===== src/rtl/hazard_pkg.sv =====
// Shared encodings for the hazard unit: forwarding selects and the load result source.
package hazard_pkg;

    typedef enum logic [1:0] {
        FWD_REG = 2'b00,
        FWD_WB  = 2'b01,
        FWD_MEM = 2'b10
    } fwd_sel_e;

    localparam logic [1:0] RESULT_SRC_LOAD = 2'b01;

endpackage


===== src/rtl/reg_scoreboard.sv =====
// Per-register busy bits and outstanding-count tracking for long-latency (MDU) writes.
module reg_scoreboard
    import hazard_pkg::*;
#(
    parameter int unsigned AW              = 5,
    parameter int unsigned MAX_OUTSTANDING = 2
) (
    input  logic             clk,
    input  logic             rst,
    input  logic             i_issue,
    input  logic             i_mem_stall,
    input  logic [AW-1:0]    i_issue_rd,
    input  logic             i_done,
    input  logic [AW-1:0]    i_done_rd,
    output logic [2**AW-1:0] o_busy,
    output logic             o_full
);

    localparam int unsigned CNT_W = $clog2(MAX_OUTSTANDING + 1);

    logic [2**AW-1:0] r_busy;
    logic [CNT_W-1:0] r_count;
    logic             w_accept;
    logic             w_done;
    logic             w_full;

    assign w_accept = i_issue && !i_mem_stall && (i_issue_rd != '0);
    // A completion with nothing outstanding is dropped so the count cannot wrap.
    assign w_done   = i_done && (r_count != '0);
    assign w_full   = (r_count == CNT_W'(MAX_OUTSTANDING));

    always_ff @(posedge clk) begin
        if (rst) begin
            r_busy  <= '0;
            r_count <= '0;
        end else begin
            if (w_done)
                r_busy[i_done_rd] <= 1'b0;
            if (w_accept)
                r_busy[i_issue_rd] <= 1'b1;
            if (w_accept && !w_done && !w_full)
                r_count <= r_count + 1'b1;
            else if (w_done && !w_accept)
                r_count <= r_count - 1'b1;
        end
    end

    a_done_without_outstanding: assert property (
        @(posedge clk) disable iff (rst) !(i_done && r_count == '0)
    );

    assign o_busy = r_busy;
    assign o_full = w_full;

endmodule


===== src/rtl/hazard_scoreboard.sv =====
// Hazard control: forwarding, scoreboard/load-use stalls, branch flush and memory freeze.
// Optional stall-cycle perf counter enabled by defining HAZARD_PERF_CNT_EN.
module hazard_scoreboard
    import hazard_pkg::*;
#(
    parameter int unsigned REG_FILE_ADDRESS_WIDTH = 5,
    parameter int unsigned MAX_OUTSTANDING        = 2,
    parameter int unsigned LOAD_BUBBLES           = 1,
    parameter int unsigned PERF_CNT_WIDTH         = 32
) (
    input  logic                              clk,
    input  logic                              rst,
    input  logic [REG_FILE_ADDRESS_WIDTH-1:0] Rs1D,
    input  logic [REG_FILE_ADDRESS_WIDTH-1:0] Rs2D,
    input  logic [REG_FILE_ADDRESS_WIDTH-1:0] RdD,
    input  logic                              RegWriteD,
    input  logic                              LongOpD,
    input  logic [REG_FILE_ADDRESS_WIDTH-1:0] Rs1E,
    input  logic [REG_FILE_ADDRESS_WIDTH-1:0] Rs2E,
    input  logic [REG_FILE_ADDRESS_WIDTH-1:0] RdE,
    input  logic [1:0]                        ResultSrcE,
    input  logic                              PCSrcE,
    input  logic                              LongIssueE,
    input  logic [REG_FILE_ADDRESS_WIDTH-1:0] RdM,
    input  logic [REG_FILE_ADDRESS_WIDTH-1:0] RdW,
    input  logic                              RegWriteM,
    input  logic                              RegWriteW,
    input  logic                              LongDoneW,
    input  logic [REG_FILE_ADDRESS_WIDTH-1:0] LongRdW,
    input  logic                              MemStallM,
    output logic [1:0]                        ForwardAE,
    output logic [1:0]                        ForwardBE,
    output logic                              StallFetch,
    output logic                              StallDecode,
    output logic                              StallExecute,
    output logic                              StallMemory,
    output logic                              FlushDecode,
    output logic                              FlushExecute,
    output logic                              FlushWriteback,
    output logic                              ScoreboardFull,
    output logic [PERF_CNT_WIDTH-1:0]         StallCycleCount
);

    localparam int unsigned AW    = REG_FILE_ADDRESS_WIDTH;
    localparam int unsigned BUB_W = 3;

    logic [2**AW-1:0] w_busy;
    logic             w_full;
    logic             w_sbD;
    logic             w_luD;
    logic             w_stallD;
    logic [BUB_W-1:0] r_bubbles;

    reg_scoreboard #(
        .AW              (AW),
        .MAX_OUTSTANDING (MAX_OUTSTANDING)
    ) u_reg_scoreboard (
        .clk         (clk),
        .rst         (rst),
        .i_issue     (LongIssueE),
        .i_mem_stall (MemStallM),
        .i_issue_rd  (RdE),
        .i_done      (LongDoneW),
        .i_done_rd   (LongRdW),
        .o_busy      (w_busy),
        .o_full      (w_full)
    );

    assign ScoreboardFull = w_full;

    always_comb begin
        ForwardAE = FWD_REG;
        ForwardBE = FWD_REG;
        if (Rs1E != '0 && RegWriteM && RdM == Rs1E)      ForwardAE = FWD_MEM;
        else if (Rs1E != '0 && RegWriteW && RdW == Rs1E) ForwardAE = FWD_WB;
        if (Rs2E != '0 && RegWriteM && RdM == Rs2E)      ForwardBE = FWD_MEM;
        else if (Rs2E != '0 && RegWriteW && RdW == Rs2E) ForwardBE = FWD_WB;
    end

    assign w_sbD = (Rs1D != '0 && w_busy[Rs1D]) ||
                   (Rs2D != '0 && w_busy[Rs2D]) ||
                   (RegWriteD && w_busy[RdD])   ||
                   (LongOpD && w_full);
    assign w_luD = (ResultSrcE == RESULT_SRC_LOAD) && (RdE != '0) &&
                   ((RdE == Rs1D) || (RdE == Rs2D));
    assign w_stallD = w_sbD || w_luD || (r_bubbles != '0);

    // The first bubble comes from luD itself; the counter covers the remaining ones.
    always_ff @(posedge clk) begin
        if (rst)
            r_bubbles <= '0;
        else if (!MemStallM) begin
            if (PCSrcE)
                r_bubbles <= '0;
            else if (r_bubbles != '0)
                r_bubbles <= r_bubbles - 1'b1;
            else if (w_luD)
                r_bubbles <= BUB_W'(LOAD_BUBBLES - 1);
        end
    end

    always_comb begin
        StallFetch     = 1'b0;
        StallDecode    = 1'b0;
        StallExecute   = 1'b0;
        StallMemory    = 1'b0;
        FlushDecode    = 1'b0;
        FlushExecute   = 1'b0;
        FlushWriteback = 1'b0;
        if (rst) begin
            StallFetch = 1'b0;
        end else if (MemStallM) begin
            StallFetch     = 1'b1;
            StallDecode    = 1'b1;
            StallExecute   = 1'b1;
            StallMemory    = 1'b1;
            FlushWriteback = 1'b1;
        end else if (PCSrcE) begin
            FlushDecode  = 1'b1;
            FlushExecute = 1'b1;
        end else if (w_stallD) begin
            StallFetch   = 1'b1;
            StallDecode  = 1'b1;
            FlushExecute = 1'b1;
        end
    end

`ifdef HAZARD_PERF_CNT_EN
    logic [PERF_CNT_WIDTH-1:0] r_stall_cycles;

    always_ff @(posedge clk) begin
        if (rst)
            r_stall_cycles <= '0;
        else if (StallFetch && r_stall_cycles != '1)
            r_stall_cycles <= r_stall_cycles + 1'b1;
    end

    assign StallCycleCount = r_stall_cycles;
`else
    assign StallCycleCount = '0;
`endif

endmodule


===== config.mk =====
export PLATFORM = sky130hd
export DESIGN_NAME = hazard_scoreboard
export DESIGN_NICKNAME = d
export VERILOG_FILES = /design/src/rtl/hazard_pkg.sv /design/src/rtl/reg_scoreboard.sv /design/src/rtl/hazard_scoreboard.sv
export SDC_FILE = /design/constraint.sdc
export NUM_CORES = 1
export LEC_CHECK = 0
export ABC_AREA = 1
export BUFFER_PORTS_ARGS = -buffer_cell sky130_fd_sc_hd__buf_2
export CAP_MARGIN = 20
export CORE_AREA = 2 2 85 87
export CTS_BUF_LIST = sky130_fd_sc_hd__clkbuf_8 sky130_fd_sc_hd__clkbuf_16
export CTS_CLUSTER_DIAMETER = 100
export DETAILED_ROUTE_END_ITERATION = 10
export DIE_AREA = 0 0 87 89
export MAX_ROUTING_LAYER = met4
export PLACE_DENSITY = 0.8
export SLEW_MARGIN = 20
export SYNTH_ARGS = -nofsm -noshare
export SYNTH_HDL_FRONTEND = slang
export SYNTH_SLANG_ARGS = --single-unit

===== constraint.sdc =====
create_clock -name clk -period 2.34 [get_ports clk]
set_clock_uncertainty 0.15 [all_clocks]
set_input_delay 0.351 -clock clk [delete_from_list [all_inputs] [get_ports clk]]
set_output_delay 0.351 -clock clk [all_outputs]
set_load 0.01 [all_outputs]

==> results.cfg, run 1 <==
[pwr]
p_leak_nw = 1.91
pwr-share-seq_pct = 40.4
power.share.clock_pct = 30.6
internal_power_mw = 1.06
p_sw_uw = 540
pwr-share-comb_pct = 29.1
power_density_mw_per_mm2 = 406
ir_drop_mv = 0.504
swShare_pct = 33.6

[clock_tree]
clk_latency_ns = 0.28
path_clk_slew_ns = 0.07
cts-root-buf = clkbuf_8
post_cts_buffers = 0
cts_tree = built
cts.sinks = 37
numCtsBuffers = 5
clockBufferDepth = 2
h-tree-depth = 2

[sta]
slew_viol_final = 0
period_share_pct = 96.1
setup_slack_ns = 0.0912
period_minus_slack_ns = 2.25
finalSetupViolCount = 0
fin_hold_ws_ns = 0.233
max_freq_mhz = 445
slew-limit-headroom_pct = 52.6
hold_viol_final = 0
worst_slew_pin_slew_ns = 0.707
grt_setup_unrepaired = true

[synthesis]
synth_area_per_cell_um2 = 5.78
ys_top_cells_by_area = dfxtp_1, nand2_1, nand3_1, buf_4, inv_1
syn-cell-area_mm2 = 0.00358
ys_seq_elements = 37
synth_cells = 619
synthMuxAreaShare_pct = 0
synth_edf_count = 0
yosys_warnings = 0
seq_area_frac_synth_pct = 20.7
yosysTopAreaCell = dfxtp_1
synth_top_family_by_area = simple AND/OR/NAND/NOR gates
synth_top_area_share_pct = 20.7
synth-xor-area-share_pct = 3.67
async_flop_share_pct = 0
synth-compound-area-share_pct = 14.2
ys_types = 38
synthAdderAreaFrac_pct = 0.699
yosys_most_used_dff = dfxtp_1
synth_simple_gate_area_share_pct = 40.9

[die]
die_w_um = 87
die-area_mm2 = 0.00774
pin_count = 101
num_rows = 30
fp.dieH_um = 89
start_util_pct = 53.3
design.core.area_mm2 = 0.00672

[route]
remaining_drc_errors = 0
drt_iter0_markers = 316
dr.pass1.iters = 5
antenna_left = 0
drt-total-wl_um = 10900
detail_route.wl_per_cell_um = 14.4
drt-vias-per-instance = 5.53
vias = 4199

[final_layout]
area_growth_pct = 10.4
fillerInstances = 680
final_nets = 737
drive_gt1_share_pct = 18.6
n_antenna_cell = 0

[global_route]
grt_overflow_total = 0
grt_pass1_vias = 3563
grt_max_degree = 38
grt_util_all_layers_pct = 28.6
grt_first_pass_wirelength_um = 16900
antenna_found_initial = 0

[setup_path]
critical_path_class = reg -> out
path_cells = inv_1 > nand2_1 > nand3_1 > nand3_1 > nand3_1 > nand2_1 > nand2_1 > nand2_1 > nor2_1 > nand3_1 > nand2_1 > nand2_1 > buf_2
crit_fanout = 3
cpMostUsedCell = nand2_1
end_kind = output pin
critPathSlowestCell = dfxtp_2
crit_family = simple AND/OR/NAND/NOR gates
path_depth = 13
ff2ff_path_depth = 5
path_buf_inv = 2
arrival_ns = 1.75
startpoint_type = register
cp_slowest_stage_delay_ns = 0.35
cp.required_ns = 1.84

[placed_design]
portBuffers = 68
routabilityCongestion = 0.972
place_ws_ns = 0.0380
post-dp-hpwl_um = 8330

[hold_path]
hp-class = in -> reg
holdPathStages = 3

[run_status]
status = finished, final reports clean

[flow_run]
cap_violations = 0
[placed cells by master, fill, tap and decap left out, types with 10 or more instances in the layout]
cell       n
nand2_1  197
nor2_1    20
buf_2     64
inv_2     14
xnor2_1   10
nor3_1    15
a21oi_1   44
nand3_1   77
inv_1     67
o21ai_0   38
conb_1    32
dfxtp_1   27
[metal layers]
metal	share of wire (%)	up-vias	GRT usage, %
li1	-	2047	-
met4	2.1	0	10.1
met1	43	1903	38.1
met3	9.7	19	3.32
met2	45	230	45.0
met5	0	-	-
[metrics by stage]
stage	utilization (%)	total power, mW	TNS (ns)	instances	area, um2
3_5_place_dp	56.5	1.11	0	751	3790
5_1_grt	58.8	1.68	-0.0319	759	3950
6_report	58.8	1.60	0	759	3950
2_1_floorplan	-	1.01	0	650	3700
3_3_place_gp	56.5	1.11	0	751	3790
4_1_cts	58.0	1.59	0	759	3900
[power groups by stage]
stage                     Combinational, mW  Sequential, mW  Clock, mW
after floorplan                       0.353           0.660          0
after global placement                0.444           0.663          0
after detailed placement              0.449           0.664          0
after CTS                             0.451           0.649      0.493
after global routing                  0.520           0.648      0.515
final                                 0.467           0.648      0.490
[state kept, by name, summed over array words and instances (netlist names)]
register                  cells
u_reg_scoreboard.o_busy      32
u_reg_scoreboard.r_count      2
r_bubbles                     3
[final timing paths]
path,slack (ns),endpoint,from
worst max-delay path,0.09,StallDecode,u_reg_scoreboard.o_busy[29]$_SDFF_PP0_
worst min-delay path,0.23,u_reg_scoreboard.r_count[1]$_SDFFE_PP0P_,LongDoneW
worst max register to register,0.54,u_reg_scoreboard.o_busy[27]$_SDFF_PP0_,u_reg_scoreboard.r_count[0]$_SDFFE_PP0P_
worst min register to register,0.34,u_reg_scoreboard.o_busy[0]$_SDFF_PP0_,u_reg_scoreboard.o_busy[0]$_SDFF_PP0_
[cell usage after synthesis (all sizes together) (5+ instances only)]
library cell / number
dfxtp: 37
nor3: 21
inv: 84
nand2: 201
buf: 50
xor2: 5
nand3: 79
nor2: 20
a21oi: 46
xnor2: 10
o21ai: 40
[timing repair]
item / CTS / global route
endpoints found under the setup margin: 0 / 3
hold buffers: 0 / 0
gates resized for setup: 0 / 32
[layout make-up]
cell class	count	area, um2	area share, %
flip-flops and latches	37	758	19.2
repair buffers	74	399	10.1
multi-input cells	476	2260	57.1
clock inverters	1	5.00	0.127
clock buffers	7	96.3	2.44
well taps	80	100	2.53
inverters	84	338	8.55
[worst register-to-register path: cells and delay by family (launching register included)]
| kind | cells | cell delay [ns] |
|---|---|---|
| buf+inv | 1 | 0.09 |
| simple gates | 1 | 0.38 |
| flops | 1 | 0.39 |
| compound gates | 3 | 0.67 |
[kinds of logic after synthesis]
group           count (synthesis)
simple gates                  332
buf+inv                       137
compound gates                 95
flops                          37
xor+xnor                       15
fa+ha+maj                       2
other cells                     1
Note: power is estimated with default switching activity, not from simulation.
==> run 2: changes to the inputs <==
CORE_AREA = 4 4 111 71   (was 2 2 85 87)
DIE_AREA = 0 0 115 75   (was 0 0 87 89)
SETUP_SLACK_MARGIN = 0.02   (was not set)
==> run 2 against run 1 <==
  * Via count up 1.5%
  * Critical path type unchanged
  * Sequential power up 0.6%
  * Cell count up 1.8%
  * Final area up 2.6%
  * Global-route usage up 0.43 points
  * Maximum frequency up 2.0%
  * Clock power up 38%
  * Highest routed layer unchanged
  * Hold slack worse by 0.0076 ns
==> results.cfg, run 2 (same netlist as run 1, synthesis figures left out) <==
[flow_run]
cap_violations = 0

[sta]
period_share_pct = 94.3
hold_viol_final = 0
slew_viol_final = 0
period_minus_slack_ns = 2.21
slew-limit-headroom_pct = 54.8
max_freq_mhz = 453
worst_slew_pin_slew_ns = 0.674
setup_tns_ns = 0
finalSetupViolCount = 0
grt_setup_unrepaired = false

[placed_design]
portBuffers = 68
routabilityCongestion = 1.01
post-dp-hpwl_um = 9480
placed_area_mm2 = 0.00384

[global_route]
antenna_found_initial = 0
grt_util_all_layers_pct = 29.1
grt_max_degree = 38
grt_first_pass_wirelength_um = 18900
grt_pass1_vias = 3767
grt_overflow_total = 0

[clock_tree]
cts_resized = 0
hold_buffers = 0
cts_tree = built
cts-root-buf = clkbuf_16
numCtsBuffers = 5
clk_latency_ns = 0.29
h-tree-depth = 2
clockBufferDepth = 2
path_clk_slew_ns = 0.06
post_cts_buffers = 0
cts.sinks = 37

[final_layout]
final_common_cell = nand2_1
largest_reg_flops = 32
final_nets = 741
n_antenna_cell = 0
fillerInstances = 696
mostFrequentLayoutCells = nand2_1, nand3_1, inv_1, buf_2, a21oi_1
drive_gt1_share_pct = 20.5
finish.instance_area_mm2 = 0.00406
area_growth_pct = 13.3

[hold_path]
hp-class = in -> reg

[die]
num_rows = 24
start_util_pct = 51.4
design.core.area_mm2 = 0.00697
die_w_um = 115
fp.dieH_um = 75
pin_count = 101
die-area_mm2 = 0.00863

[pwr]
internal_power_mw = 1.23
power_density_mw_per_mm2 = 446
pwr-share-seq_pct = 36.1
power.share.clock_pct = 37.4
pwr-share-comb_pct = 26.5
p_sw_uw = 581
swShare_pct = 32.2
ir_drop_mv = 0.521
p_leak_nw = 1.94

[route]
antenna_left = 0
dr.pass1.iters = 7
remaining_drc_errors = 0
drt_iter0_markers = 388
vias = 4264
drt-vias-per-instance = 5.52
detail_route.wl_per_cell_um = 15.6
drt-total-wl_um = 12100

[run_status]
status = finished, final reports clean

[setup_path]
end_kind = output pin
path_cells = inv_1 > nand2_1 > nand3_1 > nand3_1 > nand3_1 > nand2_1 > nand2_1 > nand2_1 > nor2_2 > nand3_2 > nand2_1 > nand2_1 > buf_2
cp.required_ns = 1.84
startpoint_type = register
cpMostUsedCell = nand2_1
crit_family = simple AND/OR/NAND/NOR gates
critical_path_class = reg -> out
critPathSlowestCell = dfxtp_2
arrival_ns = 1.70
crit_fanout = 3
cp_slowest_stage_delay_ns = 0.35
path_buf_inv = 2
==> run 2: worst paths after layout <==
kind | start | end | slack, ns | cells after the start
worst max-delay path | u_reg_scoreboard.o_busy[29]$_SDFF_PP0_ | StallFetch | 0.13 | 13
worst min register to register | u_reg_scoreboard.o_busy[10]$_SDFF_PP0_ | u_reg_scoreboard.o_busy[10]$_SDFF_PP0_ | 0.33 | 2
worst min-delay path | LongDoneW | u_reg_scoreboard.r_count[1]$_SDFFE_PP0P_ | 0.23 | 3
worst max register to register | u_reg_scoreboard.r_count[0]$_SDFFE_PP0P_ | u_reg_scoreboard.o_busy[1]$_SDFF_PP0_ | 0.56 | 7
==> run 2: metal layers <==
metal | vias to the layer above | GRT usage, % | part of all wire [%] | wire, um
met5 | - | - | 0 | 0
met4 | 0 | 9.38 | 2.0 | 246
met3 | 26 | 5.70 | 13 | 1550
met2 | 232 | 41.6 | 42 | 5070
met1 | 1949 | 41.0 | 43 | 5190
li1 | 2057 | - | - | -
==> run 2: worst reg2reg max path, cell delays in order (launching register included) <==
cell,delay [ns]
dfxtp_1,0.38
inv_1,0.09
a21oi_2,0.28
inv_1,0.11
nor3_1,0.17
inv_1,0.19
o21ai_0,0.20
a21oi_1,0.08
==> run 2: final cells by class <==
class,count,area (um2),area share (%)
well taps,91,114,2.81
clock inverters,1,7.51,0.185
inverters,84,324,7.99
multi-input cells,476,2270,55.9
flip-flops and latches,37,763,18.8
clock buffers,6,139,3.42
repair inverters,1,7.51,0.185
repair buffers,77,433,10.7
==> run 2: power groups by stage <==
stage / Combinational [mW] / Clock (mW) / Sequential (mW)
after floorplan: 0.353 / 0 / 0.660
after global placement: 0.448 / 0 / 0.664
after detailed placement: 0.456 / 0 / 0.664
after CTS: 0.459 / 0.679 / 0.651
after global routing: 0.533 / 0.708 / 0.653
final: 0.479 / 0.677 / 0.652
==> run 2: stage by stage <==
| stage | instances | hold slack (ns) | setup slack [ns] | utilization [%] | power (mW) |
|---|---|---|---|---|---|
| floorplan | 650 | 0.291 | 0.323 | - | 1.01 |
| global placement | 765 | 0.314 | 0.114 | 55.2 | 1.11 |
| detailed placement | 765 | 0.325 | 0.116 | 55.2 | 1.12 |
| CTS | 772 | 0.224 | 0.112 | 57.3 | 1.79 |
| global route | 773 | 0.248 | 0.00863 | 58.2 | 1.89 |
| finish | 773 | 0.225 | 0.134 | 58.2 | 1.81 |
==> run 3: changes to the inputs <==
MAX_ROUTING_LAYER = not set   (was met4)
==> run 3 against run 2 <==
  * Register-to-register slack got worse by 0.10 ns
  * Sequential share of layout area decreased by 0.36 points
  * Global-route usage decreased by 1.8 points
  * Critical path depth unchanged
  * Core utilization increased by 0.25 points
  * Combinational power about the same
  * Sequential cell count unchanged
  * Maximum frequency decreased by 1.0%
  * Cell count decreased by 0.13%
  * First-iteration DRC count increased by 40%
  * Worst setup slack got worse by 0.023 ns
==> results.cfg, run 3 (same netlist as run 1, synthesis figures left out) <==
[setup_path]
startpoint_type = register
crit_fanout = 3
arrival_ns = 1.73
critical_path_class = reg -> out
worstSetupStartpoint = u_reg_scoreboard.o_busy[28]$_SDFF_PP0_
cp.required_ns = 1.84
end_kind = output pin
rr_startpoint = u_reg_scoreboard.r_count[0]$_SDFFE_PP0P_

[hold_path]
hp-class = in -> reg
hp-start = LongDoneW

[pwr]
p_leak_nw = 1.95
power_density_mw_per_mm2 = 491
ir_drop_mv = 0.595

[sta]
finalSetupViolCount = 0
worst_slew_pin_slew_ns = 0.707
slew_viol_final = 0
max_freq_mhz = 449
period_share_pct = 95.2
setup_tns_ns = 0
grt_setup_unrepaired = false
hold_viol_final = 0
slew-limit-headroom_pct = 52.6
period_minus_slack_ns = 2.23

[route]
drt_iter0_markers = 543
drt-vias-per-instance = 5.50
vias = 4249
detail_route.wl_per_cell_um = 15.6
drt-total-wl_um = 12100
remaining_drc_errors = 0
dr.pass1.iters = 6
antenna_left = 0

[global_route]
grt_pass1_vias = 3574
grt_max_degree = 38
grt_first_pass_wirelength_um = 18200
grt_util_all_layers_pct = 27.2
antenna_found_initial = 0
grt_overflow_total = 0

[clock_tree]
clockBufferDepth = 2
numCtsBuffers = 5
cts_tree = built
cts.sinks = 37
path_clk_slew_ns = 0.06
cts-root-buf = clkbuf_16
clk_latency_ns = 0.28
post_cts_buffers = 0
h-tree-depth = 2

[final_layout]
final_nets = 739
largest_reg_flops = 32
utilization_pct = 58.5
fillerInstances = 711
n_antenna_cell = 0
final_common_cell = nand2_1
mostFrequentLayoutCells = nand2_1, nand3_1, inv_1, buf_2, a21oi_1
finish.instance_area_mm2 = 0.00407
drive_gt1_share_pct = 18.9
area_growth_pct = 13.8

[die]
fp.dieH_um = 75
design.core.area_mm2 = 0.00697
pin_count = 101
die-area_mm2 = 0.00863
die_w_um = 115
start_util_pct = 51.4
num_rows = 24

[flow_run]
cap_violations = 0

[placed_design]
placed_area_mm2 = 0.00383
post-dp-hpwl_um = 9380
portBuffers = 68
routabilityCongestion = 1.01

[run_status]
status = finished, final reports clean
run 3: cell count changes in the layout (fill, tap and decap cells not counted), moves of 2 or more:
cell	change
inv_2	-2
dfxtp_1	+9
dfxtp_2	-9
clkbuf_4	-2
bufinv_16	+2
clkinvlp_4	-2
run 3: metal layers:
metal  track usage, %  wire (um)  vias up
met5                0          0        -
met4             6.64        166        0
met3             6.18       1770       22
met2             40.1       5110      261
met1             40.4       5020     1917
li1                 -          -     2049
run 3: repair_timing:
action / CTS / global route
setup endpoints to repair: 0 / 3
hold endpoints to repair: 0 / 0
gates resized for setup: 0 / 24
hold buffers: 0 / 0
run 3: final timing paths:
check	endpoint	slack, ns	cells past startpoint
min reg2reg	u_reg_scoreboard.o_busy[0]$_SDFF_PP0_	0.33	2
max	StallDecode	0.11	13
min	u_reg_scoreboard.r_count[1]$_SDFFE_PP0P_	0.23	3
max reg2reg	u_reg_scoreboard.o_busy[11]$_SDFF_PP0_	0.46	5
run 3: cell type report:
| cell class | instances | area (um2) | share of cell area, % |
|---|---|---|---|
| multi-input combinational | 476 | 2270 | 55.7 |
| clock buffer | 5 | 125 | 3.07 |
| clock inverter | 3 | 65.1 | 1.60 |
| inverter | 84 | 332 | 8.14 |
| sequential | 37 | 752 | 18.5 |
| timing repair inverter | 1 | 5.00 | 0.123 |
| tap | 91 | 114 | 2.80 |
| timing repair buffer | 75 | 412 | 10.1 |
run 3: worst max-delay path: stages, from the launching register on:
cell	delay [ns]
dfxtp_1	0.37
inv_1	0.12
nand2_1	0.05
nand3_1	0.07
nand3_1	0.11
nand3_1	0.10
nand2_1	0.05
nand2_1	0.05
nand2_1	0.05
nor2_1	0.12
nand3_2	0.11
nand2_1	0.07
nand2_1	0.05
buf_2	0.13
run 3: stage by stage:
stage                     cells  hold WS [ns]  worst slack [ns]  power (mW)
after floorplan             650         0.291             0.323        1.01
after global placement      763         0.309            0.0761        1.11
after detailed placement    763         0.321            0.0563        1.12
after CTS                   771         0.229            0.0237        1.97
after global routing        772         0.246            0.0279        2.08
final                       772         0.230             0.111        2.00
run 3: where the power goes:
group          leakage (nW)  switching, mW  internal [mW]
logic                  1.55          0.311          0.165
clock network        0.0938          0.262          0.608
registers             0.303         0.0122          0.640
